### src/rtl/block_output_vc.sv
// NoC router output port: flit FIFO, registered val/ret link stage and stall supervision.
// Optional OUT_PARITY_EN appends an odd-parity MSB to Data_out.
module block_output_vc #(
    parameter int unsigned DATA_WIDTH  = 8,
    parameter int unsigned DEPTH       = 4,
    parameter int unsigned AF_MARGIN   = 1,
    parameter int unsigned STALL_LIMIT = 16,
    localparam int unsigned ADDR_W     = $clog2(DEPTH),
`ifdef OUT_PARITY_EN
    localparam int unsigned OUT_W      = DATA_WIDTH + 1
`else
    localparam int unsigned OUT_W      = DATA_WIDTH
`endif
) (
    input  logic                  clk,
    input  logic                  rst,
    input  logic [DATA_WIDTH-1:0] Data_in,
    input  logic                  write,
    output logic                  full,
    output logic                  almost_full,
    output logic                  ovf,
    output logic [ADDR_W:0]       count,
    output logic [OUT_W-1:0]      Data_out,
    output logic                  val,
    input  logic                  ret,
    output logic                  stall_alarm
);

    localparam int unsigned STALL_W = $clog2(STALL_LIMIT + 1);
    localparam logic [ADDR_W:0]    FullCnt  = (ADDR_W + 1)'(DEPTH);
    localparam logic [ADDR_W:0]    AfCnt    = (ADDR_W + 1)'(DEPTH - AF_MARGIN);
    localparam logic [STALL_W-1:0] StallMax = STALL_W'(STALL_LIMIT);
`ifdef OUT_PARITY_EN
    localparam logic [OUT_W-1:0]   DataRst  = {1'b1, {DATA_WIDTH{1'b0}}};
`else
    localparam logic [OUT_W-1:0]   DataRst  = '0;
`endif

    typedef enum logic {StIdle, StValid} state_e;

    state_e                  state_q, state_d;
    logic [DATA_WIDTH-1:0]   mem [DEPTH];
    logic [ADDR_W-1:0]       wptr_q, rptr_q;
    logic [ADDR_W:0]         count_q, count_d;
    logic [OUT_W-1:0]        data_q, data_d;
    logic                    ovf_q;
    logic [STALL_W-1:0]      stall_q, stall_d;
    logic                    alarm_q, alarm_d;
    logic                    push, pop;
    logic [DATA_WIDTH-1:0]   head;

    assign full        = (count_q == FullCnt);
    assign almost_full = (count_q >= AfCnt);
    assign ovf         = ovf_q;
    assign count       = count_q;
    assign Data_out    = data_q;
    assign val         = (state_q == StValid);
    assign stall_alarm = alarm_q;

    // Full is judged at cycle start; a same-cycle pop does not free a slot for the writer.
    assign push = write && !full;
    assign head = mem[rptr_q];

    always_comb begin
        state_d = state_q;
        pop     = 1'b0;
        unique case (state_q)
            StIdle: begin
                if (count_q != '0) begin
                    pop     = 1'b1;
                    state_d = StValid;
                end
            end
            StValid: begin
                if (!ret) begin
                    if (count_q != '0) pop = 1'b1;
                    else               state_d = StIdle;
                end
            end
            default: state_d = StIdle;
        endcase
    end

    always_comb begin
        count_d = count_q;
        if (push && !pop)      count_d = count_q + 1'b1;
        else if (!push && pop) count_d = count_q - 1'b1;

`ifdef OUT_PARITY_EN
        data_d = pop ? {~^head, head} : data_q;
`else
        data_d = pop ? head : data_q;
`endif

        if (!val || !ret)           stall_d = '0;
        else if (stall_q == StallMax) stall_d = stall_q;
        else                        stall_d = stall_q + 1'b1;
        alarm_d = alarm_q || (stall_d == StallMax);
    end

    always_ff @(posedge clk) begin
        if (push) mem[wptr_q] <= Data_in;
    end

    always_ff @(posedge clk) begin
        if (rst) begin
            state_q <= StIdle;
            wptr_q  <= '0;
            rptr_q  <= '0;
            count_q <= '0;
            data_q  <= DataRst;
            ovf_q   <= 1'b0;
            stall_q <= '0;
            alarm_q <= 1'b0;
        end else begin
            state_q <= state_d;
            count_q <= count_d;
            data_q  <= data_d;
            ovf_q   <= write && full;
            stall_q <= stall_d;
            alarm_q <= alarm_d;
            if (push) wptr_q <= wptr_q + 1'b1;
            if (pop)  rptr_q <= rptr_q + 1'b1;
        end
    end

endmodule

### config.mk
export PLATFORM = sky130hd
export DESIGN_NAME = block_output_vc
export DESIGN_NICKNAME = d
export VERILOG_FILES = /design/src/rtl/block_output_vc.sv
export SDC_FILE = /design/constraint.sdc
export NUM_CORES = 1
export LEC_CHECK = 0
export BUFFER_PORTS_ARGS = -buffer_cell sky130_fd_sc_hd__buf_4
export CORE_MARGIN = 3
export CORE_UTILIZATION = 35
export CTS_CLUSTER_DIAMETER = 150
export DETAILED_ROUTE_END_ITERATION = 12
export GPL_ROUTABILITY_DRIVEN = 1
export PLACE_DENSITY = 0.6
export SKIP_CTS_REPAIR_TIMING = 1
export SYNTH_ARGS = -nofsm -noshare
export SYNTH_HDL_FRONTEND = slang
export SYNTH_SLANG_ARGS = --single-unit
### constraint.sdc
create_clock -name clk -period 2.7 [get_ports clk]
set_input_delay 0.675 -clock clk [delete_from_list [all_inputs] [get_ports clk]]
set_output_delay 0.675 -clock clk [all_outputs]
set_load 0.02 [all_outputs]
==> Word-level counts from Yosys, hierarchy flattened <==
Memories as Yosys holds them, arrays and structs flattened. A register that Yosys moved wholly into a read port is not among the register bits.
Cells that the tools add are included.
{ "word_totals": {"ff_bits": 15, "latchBits": 0, "ramBits": 32, "rom_bits": 0, "inputBits": 12, "output_inout_bits": 16, "wordCells": 42, "n_memories": 1} }
{ "op_classes": {"n_addsub": 5, "multipliers": 0, "n_div": 0, "order_cmp": 1, "n_eq_ne": 3, "shift": 0, "muxes": 11, "bitwise_logic": 1, "n_reduce_logical": 13} }
{ "memory_table": {"columns": ["name", "depth", "word_bits", "read_ports", "rd_ports_with_merged_regs", "write_ports", "line", "source"], "rows": [
  ["mem", 4, 8, 1, 1, 1, "42", "logic [DATA_WIDTH-1:0] mem [DEPTH];"]
]} }
{ "ops": {"columns": ["op", "count"], "rows": [
  ["== test 5 bit, second input constant", 2],
  ["2-to-1 mux 5 bit", 2],
  ["2-to-1 mux 3 bit", 2],
  ["adder 5 x 1 -> 5 bit, second input constant", 1],
  ["logical NOT 1 bit", 5],
  ["2-to-1 mux 1 bit", 5],
  ["adder 2 x 1 -> 2 bit, second input constant", 2],
  ["logical AND 1 bit", 4],
  ["case mux 1 bit (2 select lines)", 2],
  ["adder 3 x 1 -> 3 bit, second input constant", 1],
  ["== test 3 bit, second input constant", 1],
  [">= comparator 3 x 2 -> 1 bit, second input constant", 1],
  ["nonzero test 3 bit", 1],
  ["subtractor 3 x 1 -> 3 bit, second input constant", 1],
  ["logical OR 1 bit", 2],
  ["nonzero test 2 bit", 1],
  ["NOT 1 bit", 1]
]} }

==> Longest topological paths before layout <==
Gate-level depths: netlist (run 1).
{ "depth": {"ltp_word": 7, "ltp_mapped": 9, "depth_no_buf": 9} }

==> Worst setup path before layout (run 1) <==
Ideal clock, no wire load.
{ "synth_timing": {"kind": "register to register", "from": "reg count_q[0], in the netlist count[0]", "to": "reg count_q[2], in the netlist count[2]", "setup_time_ns": 0.070, "t_arrival_ns": 2.188, "required_time_ns": 2.630, "setup_slack_ns": 0.442, "path_stages_with_launch": 10, "path_buffers": 1, "period_less_slack_ns": 2.258, "path_cell_list": "dfxtp_1 > nor3b_2 > nor2b_1 > buf_2 > ha_1 > inv_1 > fa_1 > xor2_1 > or3_1 > a21oi_1"} }
{ "synth_between": {"elab_cells_between_ends": 16, "cone_classes": "add/sub: 2; eq/ne: 1; mux: 5; reduce/logical: 8"} }
{ "synth_rtl": {"columns": ["element", "line", "source"], "rows": [
  ["start: declaration", "44", "logic [ADDR_W:0] count_q, count_d;"],
  ["start signal: assignment", "117", "count_q <= count_d;"],
  ["== test 3 bit *", "52", "assign full = (count_q == FullCnt);"],
  ["via full", "19", "output logic full,"],
  ["logical NOT 1 bit *", "61", "assign push = write && !full;"],
  ["logical AND 1 bit *", "61", null],
  ["via push", "49", "logic push, pop;"],
  ["logical NOT 1 bit", "87", "else if (!push && pop) count_d = count_q - 1'b1;"],
  ["logical AND 1 bit", "87", null],
  ["nonzero test 2 bit (no source line)", null, null]
]} }
The timed path passes the listed nets; every way through them passes the cells marked *. The select of a mux whose other input is x is not followed.
A chain may end at the register's enable or synchronous reset.

==> Worst setup path in the final report (run 1) <==
{ "layout_timing": {"from": "reg count_q[0], in the netlist count[0]", "to": "reg count_q[2], in the netlist count[2]"} }
{ "layout_between": {"elab_chain_cells": 7, "elab_cells_between_ends": 16, "cone_classes": "add/sub: 2; eq/ne: 1; mux: 5; reduce/logical: 8"} }
{ "layout_rtl": {"columns": ["element", "line", "source"], "rows": [
  ["nonzero test 3 bit", "69, 76", null],
  ["2-to-1 mux 1 bit", "69, 76", null],
  ["2-to-1 mux 1 bit", "75", "if (!ret) begin"],
  ["case mux 1 bit (2 select lines)", "67", "unique case (state_q)"],
  ["logical NOT 1 bit", "86", "if (push && !pop) count_d = count_q + 1'b1;"],
  ["logical AND 1 bit", "86", null],
  ["2-to-1 mux 3 bit / nonzero test 2 bit (equally long branches)", null, null]
]} }
Parallel ways exist; a longest one is shown, timed or not. The select of a mux whose other input is x is not followed.

==> results.yml, run 1 <==
floorplanning:
  start_util: 0.369
  die_w_um: 85.7
  io_pins: 28
  die_h_um: 85.7
  core_um2: 6030
  fp-row-count: 28
  die_area_um2: 7350
worst_setup_path:
  critPathLaunchType: "register"
  reg2regPathDepth: 9
  r2r_setup_slack_ns: 0.41
  r2r_start: "count[0]"
  critPathKind: "register to register"
  end_kind: "register"
  critPathRequiredTime_ns: 2.95
  reg2reg_to: "count[2]"
  cp.arrival_ns: 2.54
  crit_fanout: 10
clock_network:
  cts_sinks: 55
  cts_tree: "built"
  h-tree-depth: 2
  cts_buffers: 5
  clockBufferDepth: 2
  clk_latency_ns: 0.31
  clock-root-buffer: "clkbuf_8"
  path_clk_slew_ns: 0.10
flow_run:
  cap_violations: 0
logic_synthesis:
  ys_warn_count: 0
  netlist_area_um2: 2230
  ys_seq_elements: 55
  synth_cells: 163
  syn_area_per_cell_um2: 13.7
  yosysSeqAreaShare: 0.639
  syn_nets: 183
  ys_types: 32
global_routing:
  grt-ovfl-total: 0
  grt_pass1_wl_um: 6090
  grt_max_degree: 20
  grt_pass1_vias: 1287
  grt_use_total: 0.110
  antenna_found_initial: 0
place:
  gp_congestion: 0.757
  port_buffers: 27
  dpl.hpwl_um: 2670
  pre_cts_ws_ns: 0.345
  dpl_cell_area_um2: 2500
  place_inst: 261
timing:
  setup_tns_ns: 0
  relSlewSlack: 0.571
  hold_ws_ns: 0.466
  min_period_ns: 2.29
  setup-violations-final: 0
  fmax_ghz: 0.436
  setup_ws_ns: 0.407
  tightest_slew_ns: 0.643
  final-hold-violation-count: 0
  skew_ns: 0.00873
  drv_slew: 0
  period_share: 0.849
  rsz0062_at_grt: "false"
worst_hold_path:
  hold_depth: 2
  hold_path_end: "Data_out[7]"
  min_from: "Data_out[7]"
  hp-class: "register to register"
cells_and_area:
  layout.nets: 213
  stdcell_area_um2: 2600
  drive_gt1_frac: 0.253
  final_cells: 269
  n_antenna_cell: 0
  syn_to_final_growth_pct: 16.8
status:
  outcome: "finished clean"
drt:
  highest_layer: "met4"
  vias_per_cell: 4.77
  first_pass_iters: 4
  drt_wl_total_um: 3770
  routedWlPerCell_um: 14.0
  drt_iter0_markers: 68
  wl_met1_um: 1770
  met2RoutedLength_um: 1750
  drcViolationCount: 0
  met3WireLength_um: 186
  vias: 1282
  ant_nets: 0
power_and_ir_drop:
  p_per_area_nw_per_um2: 907
  peakVddDrop_v: 0.000341
  cellLeakagePower_nw: 0.963
-- flip-flops by register name (all words and copies together) (netlist names) --
| name | count |
|---|---|
| wptr_q | 2 |
| Data_out | 8 |
| val | 1 |
| stall_q | 5 |
| mem | 32 |
| count | 3 |
| rptr_q | 2 |
| ovf | 1 |
| stall_alarm | 1 |
-- critical path: stages (launching register included) --
cell and delay (ns):
dfxtp_1 0.41, nor3_2 0.30, a21oi_4 0.11, inv_2 0.15, ha_1 0.20, inv_1 0.06
fa_1 0.37, xor2_1 0.18, or3_1 0.30, a21oi_1 0.13
-- Yosys cell counts --
master     n  area share
nor2_1    13       0.022
nor2b_1    1      0.0028
edfxtp_1  32        0.43
buf_2      3      0.0067
buf_4      1      0.0034
dfxtp_1   23        0.21
inv_2      1      0.0017
mux2i_1    2      0.0090
nor3_2     1      0.0045
and3_1     1      0.0028
fa_1       1      0.0090
and2b_2    1      0.0039
a31oi_1    1      0.0028
xor2_1     5       0.020
o32ai_1    1      0.0039
xnor2_1    4       0.016
and2_1     4       0.011
clkbuf_1   1      0.0017
ha_1       7       0.039
a32o_1     1      0.0045
a21o_1     1      0.0034
mux4_2     8       0.081
a21oi_4    1      0.0073
nand2_1   18       0.030
or2b_1     1      0.0034
or3_1      2      0.0056
inv_1      7       0.012
nand3_1    4      0.0090
nor3b_2    1      0.0056
and4bb_1   1      0.0056
o21ai_0    2      0.0045
a21oi_1   13       0.029
-- power breakdown --
group          switching (mW)  total, mW  internal, mW
clock network           0.282      0.472         0.191
registers               0.139       1.16          1.02
logic                   0.378      0.723         0.345
-- routing by layer --
layer | up-vias | global-route usage
li1 | 636 | -
met1 | 616 | 0.144
met2 | 23 | 0.169
met3 | 7 | 0.0336
met4 | 0 | 0.0475
met5 | - | 0
-- per-stage QoR --
stage               power (mW)   util
finish                    2.36  0.431
global route              2.52  0.431
CTS                       2.40  0.431
detailed placement        1.92  0.415
global placement          1.91  0.415
floorplan                 1.67      -
-- how the worst max path moves through the flow --
stage	from	to	slack [ns]
CTS	count[0]	count[2]	0.39
global placement	ret	count[2]	0.39
global route	count[0]	count[2]	0.25
finish	count[0]	count[2]	0.41
floorplan	count[0]	count[2]	0.44
detailed placement	ret	count[2]	0.34
-- cells in the final DEF, fill, tap and decap left out, types with 2 or more instances in the layout --
cell type / instances
edfxtp_1: 32
buf_4: 28
dfxtp_1: 23
nand2_1: 18
nor2_1: 13
a21oi_1: 13
mux4_2: 8
inv_1: 7
ha_1: 7
xor2_1: 5
clkbuf_8: 5
and2_1: 4
nand3_1: 4
xnor2_1: 4
o21ai_0: 2
mux2i_1: 2
or3_1: 2
-- cell families (layout without fill, tap and decap cells) --
kind of cell,count (synthesis),in the layout,share of synthesized area
buffers and inverters,13,44,0.0253
multiplexers,10,10,0.0899
flip-flops,55,55,0.639
XOR/XNOR,9,9,0.0354
AND/OR/NAND/NOR,48,48,0.107
adder cells (fa/ha/maj),8,8,0.0483
AO/OA/AOI/OAI,20,20,0.0557
-- layout make-up --
cell class / instances / area (um^2)
fill: 569 / 3430
clock inverter: 3 / 27.5
sequential: 55 / 1420
multi-input combinational: 95 / 748
timing repair buffer: 28 / 210
tap: 75 / 93.8
clock buffer: 5 / 68.8
inverter: 8 / 30.0
Note: power is estimated with default switching activity, not from simulation.
==> inputs of run 2 (changes only) <==
Settings changed: PLACE_DENSITY 0.6 to 0.62.
Clock period 2.7 ns to 1.9 ns, I/O delays scaled along.
==> results.yml, run 2 (synthesized netlist as in run 1, its figures left out) <==
timing:
  fmax_ghz: 0.531
  rsz0062_at_grt: "true"
  min_period_ns: 1.88
  period_share: 0.992
  setup_tns_ns: 0
  skew_ns: 0.00962
  setup_ws_ns: 0.0154
  final-hold-violation-count: 0
  relSlewSlack: 0.693
  setup-violations-final: 0
  tightest_slew_ns: 0.459
  drv_slew: 0
drt:
  drcViolationCount: 0
  vias: 1332
  ant_nets: 0
  drt_wl_total_um: 3820
  first_pass_iters: 4
  vias_per_cell: 4.72
  drt_iter0_markers: 41
  routedWlPerCell_um: 13.5
cells_and_area:
  fin_util: 0.454
  n_antenna_cell: 0
  drive_gt1_frac: 0.333
  syn_to_final_growth_pct: 23.0
  layout.nets: 226
  fillCellCount: 561
  most-common-layout-cells: "41 x buf_4, 32 x edfxtp_1, 20 x dfxtp_1, 18 x nand2_1"
  final_common_cell: "buf_4"
  largest_reg_flops: 32
  largest-register: "mem"
  final_cells: 282
place:
  dpl.hpwl_um: 2720
  gp_congestion: 0.724
  pre_cts_ws_ns: -0.120
  place_inst: 274
  port_buffers: 27
worst_setup_path:
  critPathKind: "register to register"
  critPathLaunchType: "register"
  end_kind: "register"
  critPathRequiredTime_ns: 2.15
  crit_fanout: 3
  path_cells: "nor3_4 > a21oi_4 > inv_4 > ha_4 > inv_2 > fa_2 > xor2_1 > or3_1 > a21oi_1"
  critical_path.max_stage_delay_ns: 0.37
  crit_slowest_cell: "dfxtp_4"
  cp.arrival_ns: 2.13
clock_network:
  cts_buffers: 5
  cts_tree: "built"
  cts_sinks: 55
  clockBufferDepth: 2
  h-tree-depth: 2
  clk_latency_ns: 0.31
  clock-root-buffer: "clkbuf_8"
  path_clk_slew_ns: 0.10
power_and_ir_drop:
  cellLeakagePower_nw: 1.03
  peakVddDrop_v: 0.000432
  p_per_area_nw_per_um2: 1290
floorplanning:
  io_pins: 28
  die_w_um: 85.7
  core_um2: 6030
  die_area_um2: 7350
  start_util: 0.369
  die_h_um: 85.7
  fp-row-count: 28
global_routing:
  grt_max_degree: 19
  grt_pass1_wl_um: 6470
  grt_use_total: 0.115
  grt_pass1_vias: 1319
  grt-ovfl-total: 0
  antenna_found_initial: 0
worst_hold_path:
  hp-class: "input port to register"
flow_run:
  cap_violations: 0
status:
  outcome: "finished clean"
run 2: layout make-up:
cell class,instances,area [um^2],share of cell area
Clock buffer,5,68.8,0.0251
Clock inverter,3,23.8,0.00868
Inverter,8,32.5,0.0119
Multi-Input combinational cell,95,778,0.284
Sequential cell,55,1430,0.523
Tap cell,75,93.8,0.0343
Timing Repair Buffer,41,308,0.112
run 2: per-layer routing:
| layer | up-vias | part of all wire | GRT usage |
|---|---|---|---|
| met4 | 0 | 0.014 | 0.0432 |
| met1 | 644 | 0.46 | 0.150 |
| met3 | 7 | 0.040 | 0.0317 |
| met2 | 19 | 0.48 | 0.185 |
| met5 | - | 0 | 0 |
| li1 | 662 | - | - |
run 2: final timing paths:
kind | slack, ns | depth (start not counted) | endpoint | startpoint
max | 0.02 | 9 | count[2] | count[2]
max reg2reg | 0.02 | 9 | count[2] | count[2]
min | 0.36 | 1 | mem[3][2] | Data_in[2]
min reg2reg | 0.46 | 2 | Data_out[1] | Data_out[1]
run 2: power breakdown:
part,total (mW),switching [mW],leakage (nW),internal (mW)
clock network,0.663,0.396,0.0461,0.267
registers,1.61,0.142,0.484,1.47
logic,1.27,0.635,0.504,0.633
total,3.54,1.17,1.03,2.37
run 2: metrics by stage:
| step | hold slack (ns) | area [um^2] | power, mW |
|---|---|---|---|
| CTS | 0.347 | 2740 | 3.60 |
| detailed placement | 0.452 | 2640 | 2.93 |
| floorplan | 0.514 | 2270 | 2.45 |
| global route | 0.343 | 2740 | 3.80 |
| finish | 0.357 | 2740 | 3.54 |
| global placement | 0.449 | 2640 | 2.91 |
run 2: worst max-delay path: cells and delay by family (launching register included):
family	cells	cell delay, ns
and+or+nand+nor	2	0.54
adders and majority gates	2	0.47
DFF	1	0.37
AOI/OAI and AO/OA	2	0.19
xor gates and xnor gates	1	0.15
buffers and inverters	2	0.10
